==> config.mk <==
export PLATFORM = sky130hd
export DESIGN_NAME = mac_dot_controller_flat
export DESIGN_NICKNAME = d
export VERILOG_FILES = /design/src/rtl/mac_dot_controller_pkg.sv /design/src/rtl/mac_dot_controller_if.sv /design/src/rtl/vedic_4x4.sv /design/src/rtl/mac_dot_controller.sv /design/src/flat_wrapper.sv
export SDC_FILE = /design/constraint.sdc
export NUM_CORES = 1
export LEC_CHECK = 0
export CAP_MARGIN = 5
export CORE_MARGIN = 2
export CORE_UTILIZATION = 30
export CTS_CLUSTER_DIAMETER = 50
export DETAILED_ROUTE_END_ITERATION = 10
export GPL_ROUTABILITY_DRIVEN = 0
export SLEW_MARGIN = 20
export SYNTH_ARGS = -nofsm -noshare
export SYNTH_HDL_FRONTEND = slang
export SYNTH_SLANG_ARGS = --single-unit
==> constraint.sdc <==
create_clock -name clk -period 9.2 [get_ports clk]
set_input_delay 1.38 -clock clk [delete_from_list [all_inputs] [get_ports clk]]
set_output_delay 1.38 -clock clk [all_outputs]
set_load 0.02 [all_outputs]
==> src/rtl/mac_dot_controller_pkg.sv <==
// -----------------------------------------------------------------------------
// mac_ctrl_pkg
// Shared definitions for the dot-product MAC controller slice:
//   - datapath widths (operand, accumulator, job-length counter)
//   - derived maximum job length
//   - FSM state encoding (2-bit, legacy-compatible constants)
//   - vedic_2x2: the 2x2 Vedic (Urdhva Tiryagbhyam) partial multiplier used
//     to build the 4x4 multiplier
// -----------------------------------------------------------------------------
package mac_ctrl_pkg;

  // Operand width; fixed by the 4x4 multiplier.
  localparam int OPW  = 4;
  // Accumulator / result width (2 * OPW).
  localparam int ACCW = 2 * OPW;
  // Job-length counter width.
  localparam int LENW = 4;
  // Longest job the counter can express.
  localparam int MAX_LEN = (1 << LENW) - 1;

  // FSM state encoding.
  typedef logic [1:0] state_t;
  localparam state_t ST_IDLE  = 2'd0;
  localparam state_t ST_RUN   = 2'd1;
  localparam state_t ST_DRAIN = 2'd2;
  localparam state_t ST_DONE  = 2'd3;

  // 2x2 Vedic multiplier: vertical and crosswise partial products.
  //   p0 = x0 y0
  //   p1 = x1 y0 ^ x0 y1          (crosswise sum)
  //   c1 = x1 y0 & x0 y1          (crosswise carry)
  //   p2 = x1 y1 ^ c1, p3 = x1 y1 & c1
  function automatic logic [3:0] vedic_2x2(input logic [1:0] x, input logic [1:0] y);
    logic cross_a;
    logic cross_b;
    logic c1;
    logic hh;
    cross_a = x[1] & y[0];
    cross_b = x[0] & y[1];
    c1      = cross_a & cross_b;
    hh      = x[1] & y[1];
    return {hh & c1, hh ^ c1, cross_a ^ cross_b, x[0] & y[0]};
  endfunction

endpackage

==> src/rtl/mac_dot_controller_if.sv <==
// -----------------------------------------------------------------------------
// mac_dot_controller_if
// Job/stream/status bundle between the tile I/O and the MAC controller.
//   start, len          job request and length (sampled together in IDLE)
//   in_valid, in_ready  operand-pair stream handshake
//   a, b                operand pair (multiplicand, multiplier)
//   busy, done          controller status; done is a one-cycle pulse
//   result, overflow    accumulator view and sticky carry-out flag
// Modports:
//   master - the side issuing jobs and operands (tile I/O, testbench)
//   slave  - the controller
// -----------------------------------------------------------------------------
interface mac_dot_controller_if;
  import mac_ctrl_pkg::*;

  logic            start;
  logic [LENW-1:0] len;
  logic            in_valid;
  logic            in_ready;
  logic [OPW-1:0]  a;
  logic [OPW-1:0]  b;
  logic            busy;
  logic            done;
  logic [ACCW-1:0] result;
  logic            overflow;

  modport master (
    output start, len, in_valid, a, b,
    input  in_ready, busy, done, result, overflow
  );

  modport slave (
    input  start, len, in_valid, a, b,
    output in_ready, busy, done, result, overflow
  );

endinterface

==> src/rtl/vedic_4x4.sv <==
// -----------------------------------------------------------------------------
// vedic_4x4
// Combinational 4x4 unsigned multiplier built from four 2x2 Vedic blocks.
// Ports:
//   a, b  in   4-bit unsigned operands
//   p     out  8-bit product a*b
// The four 2x2 partial products are weighted 1, 4, 4, 16 and summed.
// -----------------------------------------------------------------------------
module vedic_4x4
  import mac_ctrl_pkg::*;
(
  input  logic [3:0] a,
  input  logic [3:0] b,
  output logic [7:0] p
);

  logic [3:0] q_ll;  // a[1:0] * b[1:0], weight 1
  logic [3:0] q_hl;  // a[3:2] * b[1:0], weight 4
  logic [3:0] q_lh;  // a[1:0] * b[3:2], weight 4
  logic [3:0] q_hh;  // a[3:2] * b[3:2], weight 16
  logic [4:0] q_mid;

  assign q_ll  = vedic_2x2(a[1:0], b[1:0]);
  assign q_hl  = vedic_2x2(a[3:2], b[1:0]);
  assign q_lh  = vedic_2x2(a[1:0], b[3:2]);
  assign q_hh  = vedic_2x2(a[3:2], b[3:2]);

  // Both middle terms share weight 4, so add them before shifting.
  assign q_mid = {1'b0, q_hl} + {1'b0, q_lh};

  // Maximum 15*15 = 225 fits in 8 bits, so no carry is lost here.
  assign p = {4'b0000, q_ll} + {1'b0, q_mid, 2'b00} + {q_hh, 4'b0000};

endmodule

==> src/rtl/mac_dot_controller.sv <==
// -----------------------------------------------------------------------------
// mac_dot_controller
// Sequencer for a bounded, restartable dot-product job on the 4x4 multiply /
// 8-bit accumulate datapath.
// Ports:
//   clk   in  single clock, rising edge
//   rst   in  asynchronous, active-high reset (aborts any job in flight)
//   bus   slave side of mac_dot_controller_if:
//           start/len in IDLE launch a job of len operand pairs;
//           pairs arrive on a/b under in_valid/in_ready;
//           busy outside IDLE, done pulses one cycle with the final result,
//           overflow is sticky for the job.
// Pipeline: operand registers (stage 1) feed the multiplier; the accumulator
// (stage 2) adds the product whenever the operand registers hold a new pair.
// The last accept is followed by one DRAIN cycle, then one DONE cycle.
// -----------------------------------------------------------------------------
module mac_dot_controller
  import mac_ctrl_pkg::*;
(
  input  logic                  clk,
  input  logic                  rst,
  mac_dot_controller_if.slave   bus
);

  state_t          state;
  state_t          state_nxt;
  logic [LENW-1:0] count;       // pairs still to accept in this job
  logic [OPW-1:0]  op_a;
  logic [OPW-1:0]  op_b;
  logic            op_vld;      // operand regs hold a pair not yet accumulated
  logic [ACCW-1:0] acc;
  logic            ovf;
  logic [ACCW-1:0] product;
  logic [ACCW:0]   sum;         // one extra bit to catch the carry-out
  logic            hs;          // pair accepted at the coming edge
  logic            last_hs;     // this accept completes the job's input
  logic            job_start;

  // ---------------------------------------------------------------------------
  // Status and handshake: all decoded from state only, so in_ready never
  // depends on in_valid.
  // ---------------------------------------------------------------------------
  assign bus.in_ready = (state == ST_RUN);
  assign bus.busy     = (state != ST_IDLE);
  assign bus.done     = (state == ST_DONE);
  assign bus.result   = acc;
  assign bus.overflow = ovf;

  assign hs        = bus.in_valid & bus.in_ready;
  assign last_hs   = hs && (count == LENW'(1));
  // start is only honoured in IDLE; elsewhere it is simply ignored.
  assign job_start = (state == ST_IDLE) && bus.start;

  // ---------------------------------------------------------------------------
  // Multiplier fed straight from the operand registers.
  // ---------------------------------------------------------------------------
  vedic_4x4 u_mul (
    .a (op_a),
    .b (op_b),
    .p (product)
  );

  assign sum = {1'b0, acc} + {1'b0, product};

  // ---------------------------------------------------------------------------
  // Next-state logic
  // ---------------------------------------------------------------------------
  always_comb begin
    // NOTE: default assignment first so no path leaves state_nxt unassigned (no latch).
    state_nxt = state;
    case (state)
      ST_IDLE: begin
        if (job_start) begin
          // A zero-length job skips straight to the done pulse.
          state_nxt = (bus.len == '0) ? ST_DONE : ST_RUN;
        end
      end
      ST_RUN: begin
        if (last_hs) begin
          state_nxt = ST_DRAIN;
        end
      end
      ST_DRAIN: state_nxt = ST_DONE;
      ST_DONE:  state_nxt = ST_IDLE;
      default:  state_nxt = ST_IDLE;
    endcase
  end

  always_ff @(posedge clk or posedge rst) begin
    if (rst) begin
      state <= ST_IDLE;
    end else begin
      // NOTE: non-blocking assignments for every register so all state updates at the same edge.
      state <= state_nxt;
    end
  end

  // ---------------------------------------------------------------------------
  // Counter, operand registers and accumulator
  // ---------------------------------------------------------------------------
  always_ff @(posedge clk or posedge rst) begin
    if (rst) begin
      // NOTE: every datapath register is reset so an aborted job leaves no partial result behind.
      count  <= '0;
      op_a   <= '0;
      op_b   <= '0;
      op_vld <= 1'b0;
      acc    <= '0;
      ovf    <= 1'b0;
    end else begin
      // Stage 1: capture a pair only on a real handshake; a gap leaves
      // op_vld low so the accumulator holds.
      op_vld <= hs;
      if (hs) begin
        op_a  <= bus.a;
        op_b  <= bus.b;
        count <= count - LENW'(1);
      end

      // Stage 2. job_start (IDLE) and op_vld are never both true: the last
      // pair is accumulated at the DRAIN edge and DONE carries no pair.
      if (job_start) begin
        acc   <= '0;
        ovf   <= 1'b0;
        count <= bus.len;
      end else if (op_vld) begin
        acc <= sum[ACCW-1:0];
        ovf <= ovf | sum[ACCW];
      end
    end
  end

endmodule
==> src/flat_wrapper.sv <==
// flat-port wrapper written by rule: the top's interface ports become plain ports
module mac_dot_controller_flat import mac_ctrl_pkg::*;
  (clk, rst, bus_start, bus_len, bus_in_valid, bus_a, bus_b, bus_in_ready, bus_busy, bus_done, bus_result, bus_overflow);
  mac_dot_controller_if bus_i ();
  input  logic clk;
  input  logic rst;
  input wire logic [$bits(bus_i.start)-1:0] bus_start;
  input wire logic [$bits(bus_i.len)-1:0] bus_len;
  input wire logic [$bits(bus_i.in_valid)-1:0] bus_in_valid;
  input wire logic [$bits(bus_i.a)-1:0] bus_a;
  input wire logic [$bits(bus_i.b)-1:0] bus_b;
  output wire logic [$bits(bus_i.in_ready)-1:0] bus_in_ready;
  output wire logic [$bits(bus_i.busy)-1:0] bus_busy;
  output wire logic [$bits(bus_i.done)-1:0] bus_done;
  output wire logic [$bits(bus_i.result)-1:0] bus_result;
  output wire logic [$bits(bus_i.overflow)-1:0] bus_overflow;
  assign bus_i.start = bus_start;
  assign bus_i.len = bus_len;
  assign bus_i.in_valid = bus_in_valid;
  assign bus_i.a = bus_a;
  assign bus_i.b = bus_b;
  assign bus_in_ready = bus_i.in_ready;
  assign bus_busy = bus_i.busy;
  assign bus_done = bus_i.done;
  assign bus_result = bus_i.result;
  assign bus_overflow = bus_i.overflow;
  mac_dot_controller u_core (.clk(clk), .rst(rst), .bus(bus_i));
endmodule
# Word-level counts from Yosys, hierarchy flattened

Cells that the tools add are included.

$add $sub $neg: 5
Eq/ne operators: 6
Muxes and demuxes: 10
Bitwise operators: 34
Reduce and logical (&&, ||, !) cells: 8

Operators by type and width:

| operator                                                           | number |
|---|---|
| 1-bit bitwise AND                                                  | 25 |
| 8-bit two-way mux                                                  | 2 |
| 8-bit by 8-bit adder with 9-bit output                             | 1 |
| 4-bit by 7-bit adder with 8-bit output                             | 1 |
| 8-bit adder                                                        | 1 |
| 4-bit two-way mux                                                  | 2 |
| 2-bit one-hot mux with 4 select lines                              | 1 |
| 1-bit XOR                                                          | 8 |
| 2-bit two-way mux                                                  | 3 |
| 2-bit nonzero test                                                 | 3 |
| 4-bit by 4-bit adder with 5-bit output                             | 1 |
| 2-bit == test, second input constant                               | 2 |
| 4-bit by 1-bit == test with 1-bit output, second input constant    | 1 |
| 4-bit zero test                                                    | 1 |
| 4-bit by 1-bit subtractor with 4-bit output, second input constant | 1 |
| 2-bit by 1-bit == test with 1-bit output, second input constant    | 1 |
| 1-bit logical AND                                                  | 2 |
| 2-bit zero test                                                    | 1 |
| 1-bit two-way mux                                                  | 2 |
| 2-bit by 1-bit != test with 1-bit output, second input constant    | 1 |
| 2-bit != test, second input constant                               | 1 |
| 2-bit AND reduction                                                | 1 |
| 1-bit bitwise OR                                                   | 1 |

Bits in registers: 24
Input bits: 16
Output and inout bits: 12

# Longest topological paths before layout

Gate-level depths: netlist of run 1.

Word-level depth: 10
Mapped depth: 16
Depth with buffers taken out: 16

# By module

Synthesis of run 1 repeated with hierarchy kept, for this count alone.

Cells, all modules: 201
Area total of the unflattened synthesis: 1968.1 um^2

By module, submodules not included:

| module             | times used | cells each | area each (um^2) | seq. area each (um^2) |
|---|---|---|---|---|
| mac_dot_controller | 1          | 143        | 1456.4           | 600.6 |
| vedic_4x4          | 1          | 58         | 511.7            | 0.0 |

# Worst setup path after synthesis of run 1

Ideal clock, no wire load.

Path kind: flip-flop to flip-flop
Start point: register u_core.op_b[0]
End point: register u_core.acc[7] (netlist: u_core.bus.result[7])
Library setup time: 0.086 ns
Arrival time: 3.208 ns
Data required time: 9.114 ns
Setup slack: 5.906 ns
Cell stages (with the launch flop): 14
Clock period less this slack: 3.294 ns
Cells stage by stage: dfrtp_1 -> and2_1 -> ha_1 -> fa_1 -> fa_1 -> a21oi_1 -> nor2_1 -> nor2_1 -> xnor2_1 -> ha_1 -> a21oi_1 -> o21ai_0 -> and4_1 -> nor3_1

Cells in the longest elaborated chain, start to end: 9

Ends and longest elaborated chain:

| element                                        | RTL line                     | source |
|---|---|---|
| start, declared                                | mac_dot_controller.sv:29     | `logic [OPW-1:0] op_b;` |
| start signal, assigned                         | mac_dot_controller.sv:116    | `op_b <= bus.b;` |
| 1-bit bitwise AND                              | mac_dot_controller_pkg.sv:38 | `cross_a = x[1] & y[0];` |
| 1-bit bitwise AND                              | mac_dot_controller_pkg.sv:40 | `c1 = cross_a & cross_b;` |
| 1-bit XOR or 1-bit bitwise AND (tied branches) | mac_dot_controller_pkg.sv:42 | `return {hh & c1, hh ^ c1, cross_a ^ cross_b, x[0] & y[0]};` |
| 4-bit by 4-bit adder with 5-bit output         | vedic_4x4.sv:29              | `assign q_mid = {1'b0, q_hl} + {1'b0, q_lh};` |
| 4-bit by 7-bit adder with 8-bit output (*)     | vedic_4x4.sv:32              | `assign p = {4'b0000, q_ll} + {1'b0, q_mid, 2'b00} + {q_hh, 4'b0000};` |
| 8-bit adder (*)                                | vedic_4x4.sv:32              |  |
| 8-bit by 8-bit adder with 9-bit output (*)     | mac_dot_controller.sv:63     | `assign sum = {1'b0, acc} + {1'b0, product};` |
| 8-bit two-way mux (*)                          | mac_dot_controller.sv:126    | `end else if (op_vld) begin` |
| 8-bit two-way mux (*)                          | mac_dot_controller.sv:122    | `if (job_start) begin` |
| end signal, assigned                           | mac_dot_controller.sv:127    | `acc <= sum[ACCW-1:0];` |
| end, declared                                  | mac_dot_controller.sv:31     | `logic [ACCW-1:0] acc;` |

Every way passes the cells marked *; elsewhere a longest branch is shown, timed or not. The select of a mux whose other input is x is not followed.
A chain may end at the register's enable or synchronous reset.

# Final worst setup path of run 1

Start point: register u_core.op_b[1]
End point: register u_core.acc[7] (netlist: u_core.bus.result[7])

Cells in the longest elaborated chain, start to end: 9

Ends and longest elaborated chain:

| element                                        | RTL line                     | source |
|---|---|---|
| 1-bit bitwise AND                              | mac_dot_controller_pkg.sv:39 | `cross_b = x[0] & y[1];` |
| 1-bit bitwise AND                              | mac_dot_controller_pkg.sv:40 |  |
| 1-bit XOR or 1-bit bitwise AND (tied branches) | mac_dot_controller_pkg.sv:42 |  |
| 4-bit by 4-bit adder with 5-bit output         | vedic_4x4.sv:29              |  |
| 4-bit by 7-bit adder with 8-bit output (*)     | vedic_4x4.sv:32              |  |
| 8-bit adder (*)                                | vedic_4x4.sv:32              |  |
| 8-bit by 8-bit adder with 9-bit output (*)     | mac_dot_controller.sv:63     |  |
| 8-bit two-way mux (*)                          | mac_dot_controller.sv:126    |  |
| 8-bit two-way mux (*)                          | mac_dot_controller.sv:122    |  |

Marked as above.

==> results of run 1 <==
[layout by cell type (no fill, tap or decap), drive strengths merged, types with 2 or more instances in the layout]
cell type / instances
a211oi: 4
a21o: 5
a21oi: 11
a31oi: 2
and2: 17
clkbuf: 3
clkdlybuf4s50: 27
dfrtp: 24
fa: 3
ha: 32
inv: 13
mux2: 8
mux2i: 2
nand2: 10
nor2: 16
nor2b: 3
nor3: 2
nor4: 2
nor4b: 3
o2111ai: 2
o211ai: 5
o21a: 3
o21ai: 11
or3: 2
xnor2: 5
xor2: 3
[cells by family (layout without fill, tap and decap cells)]
logic type	after synthesis	after routing	synth area share
XOR/XNOR	8	8	0.0357
buffers and inverters	18	44	0.0395
AO/OA/AOI/OAI	47	47	0.158
multiplexers	10	10	0.0561
adder cells (fa/ha/maj)	35	35	0.235
flip-flops	24	24	0.306
AND/OR/NAND/NOR	61	61	0.170
[layout make-up]
class / count / share of cell area
Sequential cell: 24 / 0.256
Clock buffer: 3 / 0.0176
Tap cell: 77 / 0.0411
Timing Repair Buffer: 27 / 0.115
Multi-Input combinational cell: 161 / 0.547
Inverter: 14 / 0.0224
[final timing paths]
kind	startpoint	end	slack [ps]
worst max-delay path	u_core.op_b[1]	u_core.bus.result[7]	5610
worst min-delay path	u_core.op_b[3]	u_core.op_b[3]	550
worst max register to register	u_core.op_b[1]	u_core.bus.result[7]	5610
worst min register to register	u_core.op_b[3]	u_core.op_b[3]	550
max in group asynchronous	rst	u_core.count[0]	7280
min in group asynchronous	rst	u_core.count[1]	1500
[state kept, by name, indices dropped and copies added (netlist names)]
name / cells
u_core.op_vld: 1
u_core.bus.result: 8
u_core.op_b: 4
u_core.state: 2
u_core.op_a: 4
u_core.bus.overflow: 1
u_core.count: 4
[metrics by stage]
step | instances | area, um^2 | hold WS, ps | utilization
finish | 306 | 2340 | 546 | 0.369
global route | 306 | 2340 | 570 | 0.369
CTS | 306 | 2340 | 555 | 0.369
detailed placement | 303 | 2300 | 536 | 0.363
global placement | 303 | 2300 | 525 | 0.363
floorplan | 203 | 1960 | 492 | -
[routing by layer]
| metal | vias up | track usage | share of wire |
|---|---|---|---|
| li1 | 775 | - | - |
| met5 | - | 0 | 0 |
| met3 | 5 | 0.0175 | 0.035 |
| met1 | 733 | 0.160 | 0.49 |
| met2 | 30 | 0.192 | 0.47 |
| met4 | 0 | 0.0260 | 0.0090 |
[worst reg2reg max path, delay by kind of cell, from the launching register on]
kind,cells,cell delay (ps)
AOI/OAI and AO/OA,3,610
and+or+nand+nor,5,750
DFF,1,440
adders and majority gates,4,1610
xor gates and xnor gates,1,130
==> results.md, run 1 <==
* First-pass DRT Iterations at 4
* Hold Vio Cnt, Final at 0
* WHS Path Cells at 1
* Post-route DRC at 0
* Grt total ovfl at 0
* Root buf cell: clkbuf_8
* Clock-pin slew on the worst setup and hold paths at 90 ps
* Fraction of post-synthesis cell area in the top cell type by area at 0.306
* First-pass GRT wire length at 6870 um
* Final ANT Viol Nets at 0
* Setup violators final at 0
* Average size of a mapped cell at 9.66 um^2
* Top cells by area, synth: dfrtp_1 31%, ha_1 20%, and2_1 5.4%
* Die width at 84.9 um
* Setup TNS at 0 ps
* Synth cell types at 41
* Post-CTS Hold Buffers at 0
* Ys flop type: dfrtp_1
* Post-synthesis net count at 254
* CP Capture Type: flip-flop
* Outcome: finished clean
* Largest net degree at the start of global routing at 25
* Data arrival, critical path at 3780 ps
* Post-synthesis sequential area ratio at 0.306
* Later-pin clock latency in the skew report at 270 ps
* Share of layout cells above drive strength 1 at 0.0306
* Final nets at 282
* Clock Skews at 8.41 ps
* Largest area contributor in the netlist: dfrtp_1
* Count of final max-slew check failures at 0
* Die area at 7200 um^2
* Worst min path class: flip-flop to flip-flop
* Clk buf depth at 2
* Vias in the first global route at 1491
* Biggest cell delay along the critical path at 550 ps
* IO Pins at 28
* Initial Utilization at 0.309
* Diode count at 0
* Detail Placement HPWL at 3200 um
* Worst-margin pin slew at 921 ps
* Filler instances at 642
* Total GRT Usage at 0.116
* Vias/cell at 5.04
* Cells after synthesis at 203
* Most instantiated cells after synthesis: 32 x ha_1, 24 x dfrtp_1, 17 x and2_1
* Max Fclk at 279 MHz
* I/O Buffers at 27
* H-tree lvl count at 1
* Initial DRC count at 102
* Crit-path max FO at 5
* Relative max-transition margin at 0.382
* EDFF count, synth at 0
* Synthesized area at 1960 um^2
* Critical Path Slowest Stage Cell: fa_1
* WL/cell at 13.1 um
* Cts bufs inserted at 3
* CP delay by family, top: adder cells
* P&R area growth vs syn at 19.5%
* Worst path depth at 13
* Area of the multi-input gates at 1280 um^2
* Die H at 84.9 um
* Sum of buffers and inverters on the critical path at 0
* Final min period at 3590 ps
* Count leader, synth: ha_1
* Ys async rst share at 1.00
* FF+latch area at 601 um^2
* CTS tree: yes
* WS Path Type: flip-flop to flip-flop
* RSZ-0062 raised after global routing: false
* MaxCap Viol Count at 0
* Cts repair resizes at 0
* Flop and latch count out of synthesis at 24
* Post-CTS Setup Bufs at 0
* Core Box Area at 6350 um^2
* Worst setup margin at 5610 ps
* CP Data Required Time at 9390 ps
* Crit-path cells: and2_1 -> ha_1 -> fa_1 -> fa_1 -> a21oi_1 -> nor2_1 -> nor2_1 -> xnor2_1 -> ha_1 -> a21oi_1 -> o21ai_0 -> and4_1 -> nor3_1
* Place WS at 5640 ps
* Fin crit share at 0.390
* Startpoint types: flip-flop
* Via count at 1543
* Synth warnings at 0
* Initial antenna violation count at 0
* Rows at 29
* Register-to-Register Path Depth at 13
* Final wirelength at 4010 um
* Clk sinks at 24
Power of run 1 is not shown: default switching activity piles up to over one toggle a cycle in this logic, so the estimate is an artifact.
==> run 2: changes to the inputs <==
==> constraint.sdc (replaced) <==
create_clock -name clk -period 3 [get_ports clk]
set_input_delay 0.45 -clock clk [delete_from_list [all_inputs] [get_ports clk]]
set_output_delay 0.45 -clock clk [all_outputs]
set_load 0.02 [all_outputs]
==> results.md, run 2 (synthesis gave the netlist of run 1 again) <==
* Outcome: complete, but fails checks
* Violated checks: negative setup slack
* Final wirelength at 4460 um (+11%)
* Vias/cell at 4.93 (-2.2%)
* I/O Buffers at 27 (unchanged)
* Total GRT Usage at 0.129 (+0.0132)
* First-pass GRT wire length at 7620 um (+11%)
* Fin crit share at 1.10 (+0.707)
* CP Capture Type: flip-flop
* Grt total ovfl at 0 (unchanged)
* Hold Vio Cnt, Final at 0 (unchanged)
* WS Path Type: flip-flop to flip-flop
* Largest net degree at the start of global routing at 25 (unchanged)
* CTS tree: yes
* Startpoint types: flip-flop
* Final ANT Viol Nets at 0 (unchanged)
* Worst min path class: input port to asynchronous set/reset pin
* Largest register FFs at 8 (unchanged)
* Share of layout cells above drive strength 1 at 0.255 (+0.224)
* Post-route DRC at 0 (unchanged)
* Later-pin clock latency in the skew report at 270 ps (about the same)
* Vias in the first global route at 1663 (+12%)
* Final core utilization at 0.438 (+0.0684)
* Clk sinks at 24 (unchanged)
* Initial Utilization at 0.309 (unchanged)
* Data arrival, critical path at 3460 ps (-320 ps)
* Filler instances at 606 (-5.6%)
* Detail Placement HPWL at 3350 um (+4.7%)
* Clock-pin slew on the worst setup and hold paths at 100 ps (about the same)
* IO Pins at 28 (unchanged)
* Cts bufs inserted at 3 (unchanged)
* Root buf cell: clkbuf_8
* Leading cell types in the layout, fill and taps excluded: 27 x clkdlybuf4s50_1, 24 x dfrtp_1, 21 x ha_1, 21 x buf_4, 16 x nor2_1
* Final nets at 307 (+8.9%)
* Die area at 7200 um^2 (unchanged)
* Final min period at 3290 ps (-294 ps)
* Clock Skews at 8.27 ps (-0.140 ps)
* WL/cell at 13.4 um (+2.6%)
* Max Fclk at 304 MHz (+8.9%)
* Worst setup margin at -291 ps (-5910 ps)
* Setup violators final at 5 (+5)
* P&R area growth vs syn at 41.6%
* H-tree lvl count at 1 (unchanged)
* Post-CTS Hold Buffers at 0 (unchanged)
* CP Data Required Time at 3160 ps (-6230 ps)
* Initial DRC count at 66 (-35%)
* MaxCap Viol Count at 0 (unchanged)
* Worst-margin pin slew at 569 ps (-352 ps)
* Worst r2r src: u_core.op_b[3]
* Clk buf depth at 2 (unchanged)
* Crit-path max FO at 5 (unchanged)
* Die width at 84.9 um (unchanged)
* RSZ-0062 raised after global routing: true
* Most common cell after layout, fill and taps aside: clkdlybuf4s50_1
* Rows at 29 (unchanged)
* Via count at 1637 (+6.1%)
* Flop2flop setup slack at -290 ps (-5910 ps)
* Worst Setup SP: u_core.op_b[3]
* Core Box Area at 6350 um^2 (unchanged)
* Worst hold slack at 521 ps (-25.2 ps)
* Count of final max-slew check failures at 0 (unchanged)
* # placed instances at 322 (+6.3%)
* First-pass DRT Iterations at 4 (unchanged)
* Diode count at 0 (unchanged)
* Initial antenna violation count at 0 (unchanged)
* Relative max-transition margin at 0.621 (+0.238)
* Die H at 84.9 um (unchanged)
* Final cell count without fillers at 332 (+8.5%)
## run 2: cell count changes in the layout (fill, tap and decap cells not counted), sizes merged
| cell | change |
|---|---|
| clkbuf | +1 |
| inv | +1 |
| buf | +25 |
| clkinv | -1 |
## run 2: worst paths after layout
| kind | endpoint | depth (start not counted) |
|---|---|---|
| setup / recovery | u_core.bus.result[7] | 15 |
| hold / removal | u_core.count[0] | 3 |
| setup reg to reg | u_core.bus.result[7] | 15 |
| hold reg to reg | u_core.op_a[1] | 1 |
| max in group asynchronous | u_core.op_a[0] | 3 |
| min in group clk | u_core.op_a[1] | 1 |
## run 2: stage by stage
stage	cell area, um^2	TNS, ps	setup WS, ps
2_1_floorplan	1990	-483	-197
3_5_place_dp	2470	-1380	-398
5_1_grt	2780	-1650	-419
6_report	2780	-990	-291
4_1_cts	2670	-733	-241
3_3_place_gp	2470	-1090	-292
## run 2: what timing repair did
action                                 in CTS  in global routing
endpoints found under the hold margin       0                  0
setup endpoints to repair                   5                  5
gates resized for setup                    19                 15
pin swaps                                  19                 33
buffers inserted                            3                  6
## run 2: final cells by class
type / instances / area [um^2] / share of cell area
inverters: 14 / 52.6 / 0.0189
well taps: 77 / 96.3 / 0.0347
repair buffers: 52 / 473 / 0.170
flip-flops and latches: 24 / 601 / 0.216
multi-input cells: 161 / 1500 / 0.540
clock buffers: 4 / 55.1 / 0.0198
## run 2: layer usage
| metal | vias up | share of wire | track usage |
|---|---|---|---|
| met2 | 18 | 0.50 | 0.224 |
| li1 | 827 | - | - |
| met1 | 790 | 0.47 | 0.174 |
| met5 | - | 0 | 0 |
| met3 | 2 | 0.023 | 0.0175 |
| met4 | 0 | 0.0043 | 0.0216 |
## run 2: worst max-delay path: stages (launching register included)
cell and delay, ps:
dfrtp_1 430, and2_4 180, ha_4 150, ha_4 240, ha_4 240, xor2_1 160
ha_1 340, a21oi_2 160, nor2_1 60, nor2_1 120, xnor2_1 80, ha_1 340
a21oi_2 220, o211ai_1 160, a211oi_2 230, nor3_2 70
Power of run 2 is left out for the same reason.
